==> config.mk <==
export PLATFORM = sky130hd
export DESIGN_NAME = red_serie_der_izq
export DESIGN_NICKNAME = d
export VERILOG_FILES = /design/src/rtl/red_pkg.sv /design/src/rtl/red_serie_der_izq_celda_cmp.sv /design/src/rtl/red_serie_der_izq.sv
export SDC_FILE = /design/constraint.sdc
export NUM_CORES = 1
export LEC_CHECK = 0
export ABC_AREA = 1
export CORE_MARGIN = 5
export CORE_UTILIZATION = 35
export CTS_CLUSTER_DIAMETER = 200
export DETAILED_ROUTE_END_ITERATION = 10
export PLACE_DENSITY = 0.56
export SYNTH_ARGS = -nofsm -noshare
export SYNTH_HDL_FRONTEND = slang
export SYNTH_HIERARCHICAL = 1
export SYNTH_SLANG_ARGS = --single-unit
==> constraint.sdc <==
create_clock -name clk -period 1.1 [get_ports clk]
set_input_delay 0.275 -clock clk [delete_from_list [all_inputs] [get_ports clk]]
set_output_delay 0.275 -clock clk [all_outputs]
set_load 0.01 [all_outputs]
==> src/rtl/red_pkg.sv <==
// Shared encodings for the comparison networks: the relation code carried
// between cells and the states of the serial controller.
package red_pkg;

  localparam logic [1:0] REL_IGUAL = 2'b00;
  localparam logic [1:0] REL_MAYOR = 2'b01;
  localparam logic [1:0] REL_MENOR = 2'b10;

  typedef enum logic [1:0] {
    ST_REPOSO  = 2'd0,
    ST_PROCESO = 2'd1,
    ST_FIN     = 2'd2
  } state_t;

  // One step of the right-to-left scan: a differing bit overrides the
  // relation decided by less significant bits; equal bits pass it through.
  function automatic logic [1:0] rel_step(input logic a, input logic b,
                                          input logic [1:0] rel);
    logic [1:0] r;
    r = rel;
    if (a && !b)      r = REL_MAYOR;
    else if (!a && b) r = REL_MENOR;
    return r;
  endfunction

endpackage

==> src/rtl/red_serie_der_izq_celda_cmp.sv <==
// Single-bit comparison cell, the same function used in every stage of the
// iterative network; here it is applied once per clock.
module celda_cmp
  import red_pkg::*;
(
  input  logic       i_a,
  input  logic       i_b,
  input  logic [1:0] i_rel,
  output logic [1:0] o_rel
);

  always_comb begin
    o_rel = REL_IGUAL;
    o_rel = rel_step(i_a, i_b, i_rel);
  end

endmodule

==> src/rtl/red_serie_der_izq.sv <==
// Bit-serial unsigned comparator: captures A and B on inicio, scans one bit
// pair per clock from LSB to MSB and reports the relation with a listo pulse.
module red_serie_der_izq
  import red_pkg::*;
#(
  parameter  int N  = 3,
  localparam int CW = $clog2(N + 1)
) (
  input  logic         clk,
  input  logic         reset,
  input  logic         inicio,
  input  logic [N-1:0] palabraA,
  input  logic [N-1:0] palabraB,
  output logic         Z,
  output logic         mayor,
  output logic         igual,
  output logic         menor,
  output logic         listo,
  output logic         ocupado
);

  state_t         r_state;
  logic [N-1:0]   r_regA;
  logic [N-1:0]   r_regB;
  logic [1:0]     r_rel;
  logic [CW-1:0]  r_cnt;
  logic           r_z;
  logic           r_mayor;
  logic           r_igual;
  logic           r_menor;
  logic           r_listo;
  logic           r_ocupado;
  logic [1:0]     w_relNext;

  celda_cmp u_celda (
    .i_a   (r_regA[0]),
    .i_b   (r_regB[0]),
    .i_rel (r_rel),
    .o_rel (w_relNext)
  );

  // Result flags decode the cell output directly on the last scan cycle so
  // they are already valid in the FIN cycle together with listo.
  always_ff @(posedge clk) begin
    if (reset) begin
      r_state   <= ST_REPOSO;
      r_regA    <= '0;
      r_regB    <= '0;
      r_rel     <= REL_IGUAL;
      r_cnt     <= '0;
      r_z       <= 1'b0;
      r_mayor   <= 1'b0;
      r_igual   <= 1'b0;
      r_menor   <= 1'b0;
      r_listo   <= 1'b0;
      r_ocupado <= 1'b0;
    end else begin
      r_listo <= 1'b0;
      case (r_state)
        ST_REPOSO: begin
          r_ocupado <= 1'b0;
          if (inicio) begin
            r_regA    <= palabraA;
            r_regB    <= palabraB;
            r_rel     <= REL_IGUAL;
            r_cnt     <= '0;
            r_ocupado <= 1'b1;
            r_state   <= ST_PROCESO;
          end
        end
        ST_PROCESO: begin
          r_rel  <= w_relNext;
          r_regA <= r_regA >> 1;
          r_regB <= r_regB >> 1;
          r_cnt  <= r_cnt + CW'(1);
          if (r_cnt == CW'(N - 1)) begin
            r_state   <= ST_FIN;
            r_ocupado <= 1'b0;
            r_listo   <= 1'b1;
            r_mayor   <= (w_relNext == REL_MAYOR);
            r_igual   <= (w_relNext == REL_IGUAL);
            r_menor   <= (w_relNext == REL_MENOR);
            r_z       <= (w_relNext == REL_MAYOR);
          end
        end
        ST_FIN: begin
          if (inicio) begin
            r_regA    <= palabraA;
            r_regB    <= palabraB;
            r_rel     <= REL_IGUAL;
            r_cnt     <= '0;
            r_ocupado <= 1'b1;
            r_state   <= ST_PROCESO;
          end else begin
            r_ocupado <= 1'b0;
            r_state   <= ST_REPOSO;
          end
        end
        default: begin
          r_ocupado <= 1'b0;
          r_state   <= ST_REPOSO;
        end
      endcase
    end
  end

  assign Z       = r_z;
  assign mayor   = r_mayor;
  assign igual   = r_igual;
  assign menor   = r_menor;
  assign listo   = r_listo;
  assign ocupado = r_ocupado;

endmodule

=== After elaboration in Yosys (flattened, before gate mapping) ===
Index checks and enable logic that the tools add are counted.

* $add $sub $neg: 1
* Equality and inequality tests: 8
* Mux-type cells: 17
* Bitwise operators: 1
* Reductions and logical operators: 12

{| class="wikitable"
|+ Operators by type and width
! kind !! number
|-
| 3-bit case mux with 2 select lines || 2
|-
| 2-bit two-way mux || 5
|-
| 2-bit case mux with 2 select lines || 2
|-
| 2-bit equality test (second input constant) || 3
|-
| 3-bit two-way mux || 2
|-
| 2-bit case mux with 3 select lines || 1
|-
| 2-bit AND reduction || 3
|-
| 2-bit by 1-bit equality test with 1-bit output (second input constant) || 2
|-
| 2-bit logical NOT || 2
|-
| 1-bit two-way mux || 4
|-
| 2-bit inequality test (second input constant) || 2
|-
| 2-bit OR reduction || 2
|-
| 2-bit by 1-bit adder with 2-bit output (second input constant) || 1
|-
| 1-bit logical AND || 2
|-
| 1-bit logical NOT || 2
|-
| 2-bit by 1-bit inequality test with 1-bit output (second input constant) || 1
|-
| 1-bit case mux with 2 select lines || 1
|-
| 2-bit nonzero test || 1
|-
| 1-bit NOT || 1
|}

* Register bits: 17
* Bits of input ports: 9
* Output and inout port bits: 6
* Logic and storage cells: 49

=== Logic depth before layout (Yosys ltp) ===
Gate-level depths: netlist of run 1.

* Depth in word-level cells: 5
* Mapped depth: 7
* Gate-level depth less buffers: 7

=== Modules after synthesis ===
Netlist of run 1, hierarchy kept.

{| class="wikitable"
|+ By module, submodules not included
! module !! instances !! cells an instance !! area an instance (sq um) !! sequential area each (sq um)
|-
| red_serie_der_izq || 1 || 98 || 714.4 || 340.3
|-
| celda_cmp || 1 || 8 || 33.8 || 0.0
|}

=== Least setup slack after synthesis of run 1 ===
OpenSTA, ideal clock, no wires.

* Path kind: register to register
* Start point: register r_state[0]
* End point: register r_regA[1]
* Setup time: 0.111 ns
* Data arrival time: 0.856 ns
* Data required time: 0.989 ns
* Slack: 0.132 ns
* Cell stages (with the launch flop): 7
* Buffers on the path: 1
* Clock period less this slack: 0.968 ns
* Cells stage by stage: dfxtp_1 -> inv_2 -> nand2_2 -> buf_6 -> nand3_1 -> nand2_1 -> nor2_1

* Longest elaborated chain between the ends: 4
* Elaborated cells on any way between the ends: 8
* Those cells by class: 3 x eq/ne; 1 x mux; 4 x reduce/logical

{| class="wikitable"
|+ Ends and longest elaborated chain
! what !! RTL line !! text
|-
| start: declaration || red_serie_der_izq.sv:22 || <nowiki>state_t r_state;</nowiki>
|-
| start signal: assignment || red_serie_der_izq.sv:46 || <nowiki>r_state <= ST_REPOSO;</nowiki>
|-
| start signal: assignment || red_serie_der_izq.sv:68 || <nowiki>r_state <= ST_PROCESO;</nowiki>
|-
| start signal: assignment || red_serie_der_izq.sv:77 || <nowiki>r_state <= ST_FIN;</nowiki>
|-
| 2-bit equality test / 2-bit logical NOT (equally long branches) || red_serie_der_izq.sv:59 || <nowiki>case (r_state)</nowiki>
|-
| 2-bit OR reduction (no line) || - ||
|-
| 2-bit by 1-bit inequality test with 1-bit output (no line) / 2-bit nonzero test (equally long branches) || - ||
|-
| 2-bit AND reduction (no line) || - ||
|-
| end signal: assignment || red_serie_der_izq.sv:63 || <nowiki>r_regA <= palabraA;</nowiki>
|-
| end signal: assignment || red_serie_der_izq.sv:73 || <nowiki>r_regA <= r_regA >> 1;</nowiki>
|-
| end signal: assignment || red_serie_der_izq.sv:88 || <nowiki>r_regA <= palabraA;</nowiki>
|-
| end: declaration || red_serie_der_izq.sv:23 || <nowiki>logic [N-1:0] r_regA;</nowiki>
|}

Several ways; a longest one is shown, not always the timed one.
A chain may end at the register's enable or synchronous reset.

==> out/summary.md, run 1 <==
The run finished with clean final reports. The logs give 1600 microns for the routed wire length and 3160 sq um for the die outline area. The initial cell density of the core was 37.4%; the layout overhead on the synthesized area was 34.6%. The buffers inserted during post-CTS setup optimization is 0.

The initial antenna violation count is 0, and the number of core rows is 16. In this run, post-CTS hold repair placed 0 buffers. The number of cells on the worst reg-to-reg path is 7. The worst hold path begins at mayor. Number of max-slew violations in the final report: 0.

The register bit total from synthesis is 17, and the post-route cell area is 1010 sq um. Total nets after synthesis: 116. TritonCTS built the clock tree. Clock root buffer master: clkbuf_4.

At the later pin of the worst-skew pair, clock insertion delay measures 0.29 ns. The synthesized area was 748 sq um; the first-pass GRT wire length was 2680 microns. The global-route congestion overflow total was 0; the power per cell area was 1260 nW/um^2. The number of stages on the worst hold path works out to 2. The gate count after technology mapping was 106; the number of buffers created by CTS was 3. Global routing used 10.8% of the available tracks. The worst setup path is captured at an output port. Measured along the y axis, the die boundary spans 56.2 microns.

The worst-case IR drop observed on VDD is 0.754 mV. After detailed routing, the average wire length per cell comes to 10.2 microns. Dividing the final minimum period by the clock period gives 93.8%. The worst path needs 1.03 ns of the cycle, external delays included. The worst hold path terminates at mayor. Via density per instance: 4.64. The setup path with the least slack is of type reg2out. Data on the critical path is required at its endpoint by 0.82 ns. The tools report the total number of vias as 729. The total buffers and inverters traversed by the critical path works out to 1. In this run the worst hold path is classified as reg2reg. The clock net in this run drives a total of 17 sinks. Hold is met by 0.470 ns. The first detailed-routing pass ran for 4 iterations. The tools report the worst clock skew as 0.00413 ns. The count of nets left with antenna violations once routing finished came out at 0.

Yosys printed 6 warnings. The slack of the worst reg-to-reg path was 0.09 ns; the count of endpoints failing hold in the final timing report was 0. Once detailed placement completed, the half-perimeter wirelength came to 1220 microns.

The logs give 0 for the final antenna diode count and 45.5% for the sequential fraction of the synthesis area. The post-CTS clock slew at the launch and capture registers of the worst setup and hold paths is 0.10 ns. Slew at the pin closest to its max-slew limit: 0.212 ns. In the routed design, unresolved DRC markers number 0.

The logs give 85.8% for the relative slew slack and 0.76 ns for the data arrival at the endpoint of the critical path. The width of the die came out at 56.2 microns. The worst setup path is launched from a flip-flop.

The final weighted congestion in routability-driven placement was 0.745; the number of synthesized flops with an enable pin was 0. The startpoint identified for the worst register-to-register timing path is r_regA[0]. The max-cap violation count came out at 0. 15 I/O pins were placed. Entering global routing, the biggest net connects 13 pins.

The endpoint of the lowest-slack register-to-register path is menor. The delay of the slowest cell on the worst path is 0.34 ns, and the total cell area at the placement stage is 967 sq um. The count of nets after finishing is 141.

The average cell area after synthesis is 7.06 sq um. The maximum root-to-sink buffer count was 2. In this run the worst path has a maximum fanout of 3. Setup violations remaining at the end of the flow were counted as 0.

For this design the static power due to leakage is 0.452 nW. Traced cell by cell, the critical path runs through buf_2. The cell family contributing the most delay on the critical path is flip-flops. Counting distinct cell types in the post-synthesis netlist gives 16. The library cell contributing the largest single delay on the critical path was dfxtp_2. Summed over all failing endpoints, the final setup total negative slack is 0 ns. The first routing iteration left 11 violations. The fraction of synthesis flops using an asynchronous set or reset pin was 0%; the number of input and output port buffers inserted was 14. The dominant register cell in the synthesized netlist is dfxtp_1. The tools report the maximum level of the CTS H-tree as 1.

The highest attainable clock frequency is 969 MHz, and the fraction of final layout cells sized beyond drive strength 1 is 31.5%. The number of global-route vias before repair was 642; the area inside the core boundary was 2000 sq um.
[where the power goes]
| part | internal, mW | leakage, nW | switching [mW] |
|---|---|---|---|
| Combinational | 0.117 | 0.292 | 0.139 |
| Sequential | 0.654 | 0.142 | 0.0219 |
| Clock | 0.135 | 0.0177 | 0.201 |
| Total | 0.906 | 0.452 | 0.362 |
[per-layer routing]
| layer | global-route usage [%] | up-vias | share of wire (%) |
|---|---|---|---|
| met5 | 0 | - | 0 |
| met4 | 7.12 | 0 | 1.9 |
| met3 | 2.09 | 4 | 1.7 |
| met2 | 16.5 | 5 | 49 |
| met1 | 13.5 | 336 | 47 |
| li1 | - | 384 | - |
[tightest hold or removal path, stage by stage (launching register included)]
cell and delay (ns):
dfxtp_2 0.33, nand2_1 0.06, a21oi_1 0.05
[worst max-delay path by stage]
| stage | startpoint | slack (ns) | to | cells past startpoint |
|---|---|---|---|---|
| finish | mayor | 0.07 | Z | 1 |
| global route | r_regA[0] | -0.005 | menor | 7 |
| CTS | r_cnt[0] | 0.008 | mayor | 6 |
| detailed placement | inicio | -0.24 | r_regB[0] | 6 |
| global placement | inicio | -0.24 | r_regB[1] | 6 |
| floorplan | r_state[0] | 0.13 | r_regA[1] | 6 |
[cell usage in the layout (no fill, tap or decap)]
master            n
dfxtp_1           9
clkdlybuf4s50_1   8
a21oi_2           2
a21oi_1           9
dfxtp_2           8
nor2_1           14
inv_2             5
nand3b_1          3
o21ai_0           2
nand2_1          26
clkbuf_4          3
nand2_4           1
nand3_1          11
buf_2             6
nor2_4            1
inv_1             7
nand2_2           2
buf_4             9
ha_4              1
clkinv_2          1
nor2_2            2
[per-stage QoR]
| step | worst slack [ns] | util, % | instances | power (mW) |
|---|---|---|---|---|
| 3_5_place_dp | -0.242 | 48.3 | 153 | 0.928 |
| 3_3_place_gp | -0.235 | 48.3 | 153 | 0.923 |
| 5_1_grt | -0.00468 | 50.3 | 157 | 1.35 |
| 4_1_cts | 0.00772 | 48.4 | 157 | 1.26 |
| 6_report | 0.0685 | 50.3 | 157 | 1.27 |
| 2_1_floorplan | 0.132 | - | 106 | 0.834 |
[cell type report]
cell class              instances  area, sq um
inverters                      12         45.0
flip-flops and latches         17          350
multi-input cells              74          373
repair buffers                 23          178
clock inverters                 1         5.00
well taps                      27         33.8
fillers                       205          995
clock buffers                   3         22.5
[kinds of logic (layout without fill, tap and decap cells)]
logic type | count (synthesis) | count (layout) | synth area share (%)
and+or+nand+nor | 60 | 60 | 35.1
buffers and inverters | 15 | 39 | 9.03
DFF | 17 | 17 | 45.5
AOI/OAI and AO/OA | 13 | 13 | 8.70
adders and majority gates | 1 | 1 | 1.67
[Yosys cell counts, types with 2 or more instances]
cell type	number	area [sq um]
nand2_1	28	105
nand3_1	11	55.1
nand3b_1	3	22.5
inv_2	3	11.3
o21ai_0	2	10.0
inv_1	9	33.8
nor2_1	15	56.3
dfxtp_1	17	340
a21oi_1	11	55.1
[state kept, by name, indices dropped and copies added (netlist names)]
name     count
ocupado      1
r_regB       3
r_regA       3
r_rel        2
igual        1
r_cnt        2
listo        1
mayor        1
menor        1
r_state      2
[timing repair]
item,4_1_cts,5_1_grt
gates resized for setup,28,14
endpoints found under the hold margin,0,0
setup endpoints to repair,6,14
pin swaps,0,3
Note: power is estimated with default switching activity, not from simulation.
==> run 2, diff against run 1 <==
Settings changed: CORE_UTILIZATION 35 to 40, PLACE_DENSITY 0.56 to 0.65.
Clock period 1.1 ns to 0.9 ns, I/O delays scaled along.
==> run 2 against run 1 <==
Critical path depth increased by 6; register-to-register slack got worse by 0.21 ns; cell count increased by 5.1%; clock skew increased by 0.0022 ns; largest power group unchanged; core utilization increased by 23 points; critical path type is now reg2reg; the flow now finishes with violations (negative setup slack).
==> out/summary.md, run 2 (synthesized netlist as in run 1, its figures left out) <==
The relative slew slack was 85.2% (was 85.8%); the count of nets left with antenna violations after detail routing was 0 (unchanged). Final weighted congestion in routability-driven placement: 0.836 (was 0.745). For the sequential cell area in the final layout, the log shows 357 sq um (was 350 sq um).

The logs give 0.481 ns (was 0.470 ns) for the final hold slack and 14.3% (was 10.8%) for the overall global routing resource usage. The first-iteration detailed-routing DRC count is 10 (was 11), and the total chip power is 1.73 mW (was 1.27 mW). The logs give 73.1% (was 50.3%) for the core utilization of the finished layout and 507 sq um (was 373 sq um) for the multi-input combinational cell area.

The maximum level of the CTS H-tree is 1 (unchanged). Setup repair after global routing could not meet its margin everywhere. The highest signal layer in the routed design was met4 (unchanged). The post-CTS clock slew at the launch and capture registers of the worst setup and hold paths is 0.10 ns (about the same), and the global-route congestion overflow total is 0 (unchanged). The tools report the timing startpoint of the critical path as r_regA[0] (was mayor). Delay of the slowest cell on the worst path: 0.34 ns (about the same). For the sum of net half-perimeters after detailed placement, the log shows 1260 microns (was 1220 microns). Biggest regs: r_regA x3, r_regB x3 (unchanged). The fraction of final layout cells sized beyond drive strength 1 works out to 52.9% (was 31.5%). The slew at the pin closest to its max-slew limit was 0.222 ns (was 0.212 ns).

Class of the tightest hold or removal check: reg2reg (unchanged). The tools report the number of failing setup endpoints in the final timing report as 21 (was 0). Endpoint of the lowest-slack register-to-register path: igual (was menor).

Final clock period utilization by the worst path: 113%. For the maximum root-to-sink buffer count, the log shows 2 (unchanged). The data required time at the worst endpoint was 1.13 ns (was 0.82 ns); the via density per instance was 4.72 (was 4.64). Per-cell routed wire length: 12.4 microns (was 10.2 microns). The most repeated library cell on the critical path is nand2_4.

Critical path, cell by cell: inv_4, nand2_4, nand2_4, nand2_4, nor2_2, nand3_2, a21oi_2 (was buf_2). The gate family responsible for the most delay along the worst path is simple AND/OR/NAND/NOR gates (was flip-flops). The count of endpoints failing hold in the final timing report was 0 (unchanged). The max-cap violation count is 0 (unchanged). The number of input and output port buffers inserted was 14 (unchanged); the initial cell density of the core was 42.9% (was 37.4%). The total number of vias was 779 (was 729). The flow ran to the end, but the final reports show violations. The power per cell area is 1360 nW/um^2 (was 1260 nW/um^2). The library cell contributing the largest single delay on the critical path is dfxtp_2 (unchanged). Data arrival at the endpoint of the critical path: 1.24 ns (was 0.76 ns). The number of stages on the worst hold path was 2 (unchanged). The largest fanout of any net on the critical path works out to 4 (was 3). The count of nets after finishing is 151 (was 141), and the leakage component of the power is 0.532 nW (was 0.452 nW). The routed wire length on met3 was 79 microns (was 28 microns). The logs give -0.342 ns (was -0.242 ns) for the post-place setup slack and 0 (unchanged) for the number of max-slew violations in the final report. The number of filler cells placed in the layout was 135 (was 205). For the total cell area at the placement stage, the log shows 1000 sq um (was 967 sq um). The tools report the routed metal-1 wirelength as 926 microns (was 759 microns).

TritonCTS built the clock tree. The height of the die was 53.3 microns (was 56.2 microns). The slack of the worst reg-to-reg path is -0.12 ns (was 0.09 ns), and the sum of met2 wire segment lengths after detailed routing is 1020 microns (was 785 microns). The worst clock skew was 0.00633 ns (was 0.00413 ns); the final critical path time including I/O delays and setup was 1.02 ns. The clock insertion delay at the later pin of the skew report came out at 0.29 ns (about the same). The tools report the worst reg2reg path startpoint as r_regA[0] (unchanged).

The commonest non-fill, non-tap cell in the layout was nand2_1 (unchanged). The tools report the first-pass GRT wire length as 3020 microns (was 2680 microns). Routed wire length: 2040 microns (was 1600 microns).

The tools report the sort of element at the end of the critical path as a flip-flop (was an output port). The end of the worst hold path is r_regA[2] (was mayor). The run gives 0 (unchanged) as the number of remaining DRC errors. The tools report the count of pins on the block boundary as 15 (unchanged). The run gives 984 MHz as the highest attainable clock frequency. The run gives 0 (unchanged) as the initial antenna violation count. The critical hold path startpoint was r_regA[2] (was mayor). The detailed-router iteration count before antenna repair was 4 (unchanged). The number of cells on the worst reg-to-reg path is 7 (unchanged). The total clock sinks came out at 17 (unchanged).

The worst-case setup margin in the final layout was -0.116 ns (was 0.0685 ns); the maximum number of pins on one net before global-route repair was 13 (unchanged). Leading cell types in the layout, fill and taps excluded: 18 x nand2_1, 12 x buf_4, 11 x nor2_1, 11 x buf_6, 8 x dfxtp_1 (was 26 x nand2_1, 14 x nor2_1, 11 x nand3_1). The category of the most critical setup path was reg2reg (was reg2out). The type of element launching the critical path was a flip-flop (unchanged). The total buffers and inverters traversed by the critical path is 1 (unchanged). The checks that failed: negative setup slack. The width of the die was 53.3 microns (was 56.2 microns). The post-route cell area is 1280 sq um (was 1010 sq um), and the final antenna diode count is 0 (unchanged). The clock root buffer master was clkbuf_4 (unchanged). The number of global-route vias before repair is 726 (was 642).

The run gives 1750 sq um (was 2000 sq um) as the area inside the core boundary. The number of buffers created by CTS was 3 (unchanged). The tools report the largest vdd supply drop as 0.868 mV (was 0.754 mV).

The die outline area is 2840 sq um (was 3160 sq um), and the post-layout instance count excluding filler cells is 165 (was 157). For the setup TNS, the log shows -1.38 ns (was 0 ns). The layout overhead on the synthesized area is 70.6% (was 34.6%), and the number of instances in the placed design is 153 (unchanged). For the number of core rows, the log shows 15 (was 16).
==> run 2: worst max path at each step <==
| stage | cells past startpoint | endpoint | slack (ns) |
|---|---|---|---|
| global placement | 6 | r_regB[1] | -0.33 |
| detailed placement | 6 | r_regB[0] | -0.34 |
| CTS | 7 | igual | -0.11 |
| global route | 7 | igual | -0.16 |
| floorplan | 6 | menor | -0.01 |
| finish | 7 | igual | -0.12 |
==> run 2: layout make-up <==
cell class,count,share of cell area [%]
clock buffers,4,2.06
well taps,25,2.45
multi-input cells,75,39.7
inverters,12,4.51
repair buffers,32,23.3
flip-flops and latches,17,27.9
==> run 2: tightest hold or removal path, cell delays in order (launching register included) <==
cell     delay, ns
dfxtp_1       0.33
nand3_2       0.07
a21oi_2       0.04
==> run 2: repair_timing <==
action / CTS / global route
gates cloned: 1 / 0
buffers inserted: 3 / 4
setup endpoints to repair: 21 / 23
pin swaps: 11 / 19
resized for setup: 60 / 27
hold buffers: 0 / 0
==> run 2: report_power, final <==
part / leakage (nW) / switching (mW) / total (mW) / internal [mW]
clock network: 0.0150 / 0.233 / 0.405 / 0.172
logic: 0.373 / 0.253 / 0.486 / 0.233
registers: 0.143 / 0.0439 / 0.844 / 0.800
==> run 2: per-layer routing <==
metal  track usage (%)  up-vias
met1              17.7      353
met2              24.3       17
met3              3.66        2
met4              3.83        0
met5                 0        -
li1                  -      407
==> run 3, diff against run 2 <==
Settings changed: CORE_UTILIZATION 40 to 41, PLACE_DENSITY 0.65 to 0.66, TNS_END_PERCENT set to 5.
==> run 3 against run 2 <==
Largest cell class unchanged; the run still ends with negative setup slack left; register-to-register slack got worse by 0.06 ns; sequential share of layout area rose by 3.7 points; count of clock-buffer cells in the layout did not move; global-route usage rose by 0.21 points; combinational power fell by 21%.
==> out/summary.md, run 3 (synthesized netlist as in run 1, its figures left out) <==
The final antenna diode count came out at 0 (unchanged). The delay of the slowest cell on the worst path is 0.34 ns (about the same), and the number of failing setup endpoints in the final timing report is 19 (was 21). Library cell contributing the largest single delay on the critical path: dfxtp_2 (unchanged).

The tools report the sort of element at the end of the critical path as a flip-flop (unchanged). The post-CTS clock slew at the launch and capture registers of the worst setup and hold paths works out to 0.10 ns (about the same). The final critical path time including I/O delays and setup works out to 1.08 ns (was 1.02 ns).

Setup repair after global routing could not meet its margin everywhere. The logs give 2780 sq um (was 2840 sq um) for the die outline area and 84.7% (was 85.2%) for the relative slew slack. The highest attainable clock frequency was 927 MHz (was 984 MHz).

The width of the die is 52.7 microns (was 53.3 microns), and the largest vdd supply drop is 1.18 mV (was 0.868 mV). Critical path, cell by cell: inv_2, nand2_4, nand2_2, nand2_4, nor2_4, nand3_2, a21oi_2 (was inv_4, nand2_4, nand2_4, nand2_4, nor2_2, nand3_2, a21oi_2). The category of the most critical setup path is reg2reg (unchanged). For the detailed-router iteration count before antenna repair, the log shows 4 (unchanged). The number of stages on the worst hold path is 3 (was 2), and the sum of net half-perimeters after detailed placement is 1250 microns (was 1260 microns). The total clock sinks was 17 (unchanged); the max-cap violation count was 0 (unchanged).

Biggest regs: r_regA x3, r_regB x3 (unchanged). The count of nets left with antenna violations after detail routing came out at 0 (unchanged). The tools report the maximum number of pins on one net before global-route repair as 13 (unchanged). For the count of pins on the block boundary, the log shows 15 (unchanged). The total number of vias was 769 (was 779).

The layout overhead on the synthesized area came out at 50.0% (was 70.6%). The run gives 2000 microns (was 2040 microns) as the routed wire length. Number of input and output port buffers inserted: 14 (unchanged).

Endpoint of the lowest-slack register-to-register path: menor (was igual). The final clock period utilization by the worst path came out at 120% (was 113%). The number of cells on the worst reg-to-reg path is 7 (unchanged).

The data required time at the worst endpoint is 1.13 ns (about the same), and the global-route congestion overflow total is 0 (unchanged). The commonest non-fill, non-tap cell in the layout is nand2_1 (unchanged). The tools report the number of remaining DRC errors as 0 (unchanged). For the maximum level of the CTS H-tree, the log shows 1 (unchanged).

For the worst clock skew, the log shows 0.0108 ns (was 0.00633 ns). TritonCTS built the clock tree. The tools report the total cell area at the placement stage as 985 sq um (was 1000 sq um).

The run gives 0 (unchanged) as the count of endpoints failing hold in the final timing report. The fraction of final layout cells sized beyond drive strength 1 works out to 42.7% (was 52.9%). The number of max-slew violations in the final report was 0 (unchanged).

Setup TNS: -1.30 ns (was -1.38 ns). The number of global-route vias before repair came out at 684 (was 726). Most repeated library cell on the critical path: nand2_4 (unchanged).

Final weighted congestion in routability-driven placement: 0.827 (was 0.836). The height of the die was 52.7 microns (was 53.3 microns). First-pass GRT wire length: 2940 microns (was 3020 microns). Largest fanout of any net on the critical path: 4 (unchanged).

Violations in the final reports: negative setup slack (unchanged). Slack of the worst reg-to-reg path: -0.18 ns (was -0.12 ns). The clock root buffer master was clkbuf_4 (unchanged). Per-cell routed wire length: 12.8 microns (was 12.4 microns). The number of buffers created by CTS is 3 (unchanged). Leading cell types in the layout, fill and taps excluded: 24 x nand2_1, 12 x nor2_1, 10 x buf_4, 9 x nand3_1, 9 x dfxtp_2 (was 18 x nand2_1, 12 x buf_4, 11 x nor2_1, 11 x buf_6, 8 x dfxtp_1).

The tools report the leakage component of the power as 0.467 nW (was 0.532 nW). The via density per instance is 4.93 (was 4.72), and the total chip power is 1.63 mW (was 1.73 mW). The post-route cell area is 1120 sq um (was 1280 sq um). For the data arrival at the endpoint of the critical path, the log shows 1.30 ns (was 1.24 ns). The worst-case setup margin in the final layout came out at -0.178 ns (was -0.116 ns). The count of nets after finishing was 142 (was 151); the power per cell area was 1450 nW/um^2 (was 1360 nW/um^2). The tools report the type of element launching the critical path as a flip-flop (unchanged). Final hold slack: 0.487 ns (was 0.481 ns). The logs give 15 (unchanged) for the number of core rows and 43.3% (was 42.9%) for the initial cell density of the core. The slew at the pin closest to its max-slew limit came out at 0.229 ns (was 0.222 ns). The tools report the timing startpoint of the critical path as r_regA[0] (unchanged). The area inside the core boundary came out at 1730 sq um (was 1750 sq um). The tools report the capture point of the worst path as menor (was igual). The tools report the overall global routing resource usage as 14.6% (was 14.3%). The class of the tightest hold or removal check was in2reg (was reg2reg). The maximum root-to-sink buffer count was 2 (unchanged); the clock insertion delay at the later pin of the skew report was 0.29 ns (about the same). The run finished, with violations left. The worst reg2reg path startpoint was r_regA[0] (unchanged). For the initial antenna violation count, the log shows 0 (unchanged).

First-iteration detailed-routing DRC count: 15 (was 10).
## run 3: changes by cell type in the layout (fill, tap and decap cells not counted), moves of 4 or more
| cell | before | now |
|---|---|---|
| buf_6 | 11 | 5 |
| nand3_1 | 5 | 9 |
| nand2_1 | 18 | 24 |
| nand3_2 | 6 | 2 |
| nand2_2 | 5 | 1 |
## run 3: power by group
| part | switching (mW) | total, mW | internal, mW |
|---|---|---|---|
| Clock | 0.228 | 0.401 | 0.173 |
| Sequential | 0.0429 | 0.843 | 0.800 |
| Combinational | 0.213 | 0.385 | 0.172 |
## run 3: per-layer routing
layer / global-route usage [%] / part of all wire, % / vias up
li1: - / - / 384
met1: 17.3 / 41 / 363
met2: 24.2 / 52 / 18
met3: 6.55 / 5.5 / 4
met4: 2.55 / 2.1 / 0
met5: 0 / 0 / -
## run 3: worst min-delay path by stage
stage	startpoint	endpoint	slack, ns
2_1_floorplan	reset	mayor	0.29
3_3_place_gp	igual	igual	0.46
3_5_place_dp	igual	igual	0.46
4_1_cts	palabraA[2]	r_regA[2]	0.48
5_1_grt	palabraA[2]	r_regA[2]	0.49
6_report	palabraB[2]	r_regB[2]	0.49
## run 3: what timing repair did
| action | in CTS | in global routing |
|---|---|---|
| endpoints found under the setup margin | 23 | 21 |
| gates resized for setup | 45 | 19 |
| pin swaps | 5 | 11 |
| hold buffers | 0 | 0 |
| setup buffers | 1 | 0 |
| gates cloned | 0 | 0 |
## run 3: worst max-delay path, delay by kind of cell (launching register included)
family	cells	cell delay [ns]
AND/OR/NAND/NOR	5	0.41
flip-flops	1	0.34
AO/OA/AOI/OAI	1	0.17
buffers and inverters	1	0.10
## run 3: cell type report
class                   instances  area [sq um]
clock buffers                   4          26.3
fillers                       166           604
inverters                      12          52.6
multi-input cells              74           440
flip-flops and latches         17           355
well taps                      25          31.3
repair buffers                 24           216
## run 3: per-stage QoR
stage                     std cells  utilization (%)  setup WS, ns
final                           156             65.0        -0.178
after global routing            156             65.0        -0.238
after CTS                       156             60.7        -0.103
after detailed placement        151             57.0        -0.372
after global placement          151             57.0        -0.349
after floorplan                 106                -       -0.0116
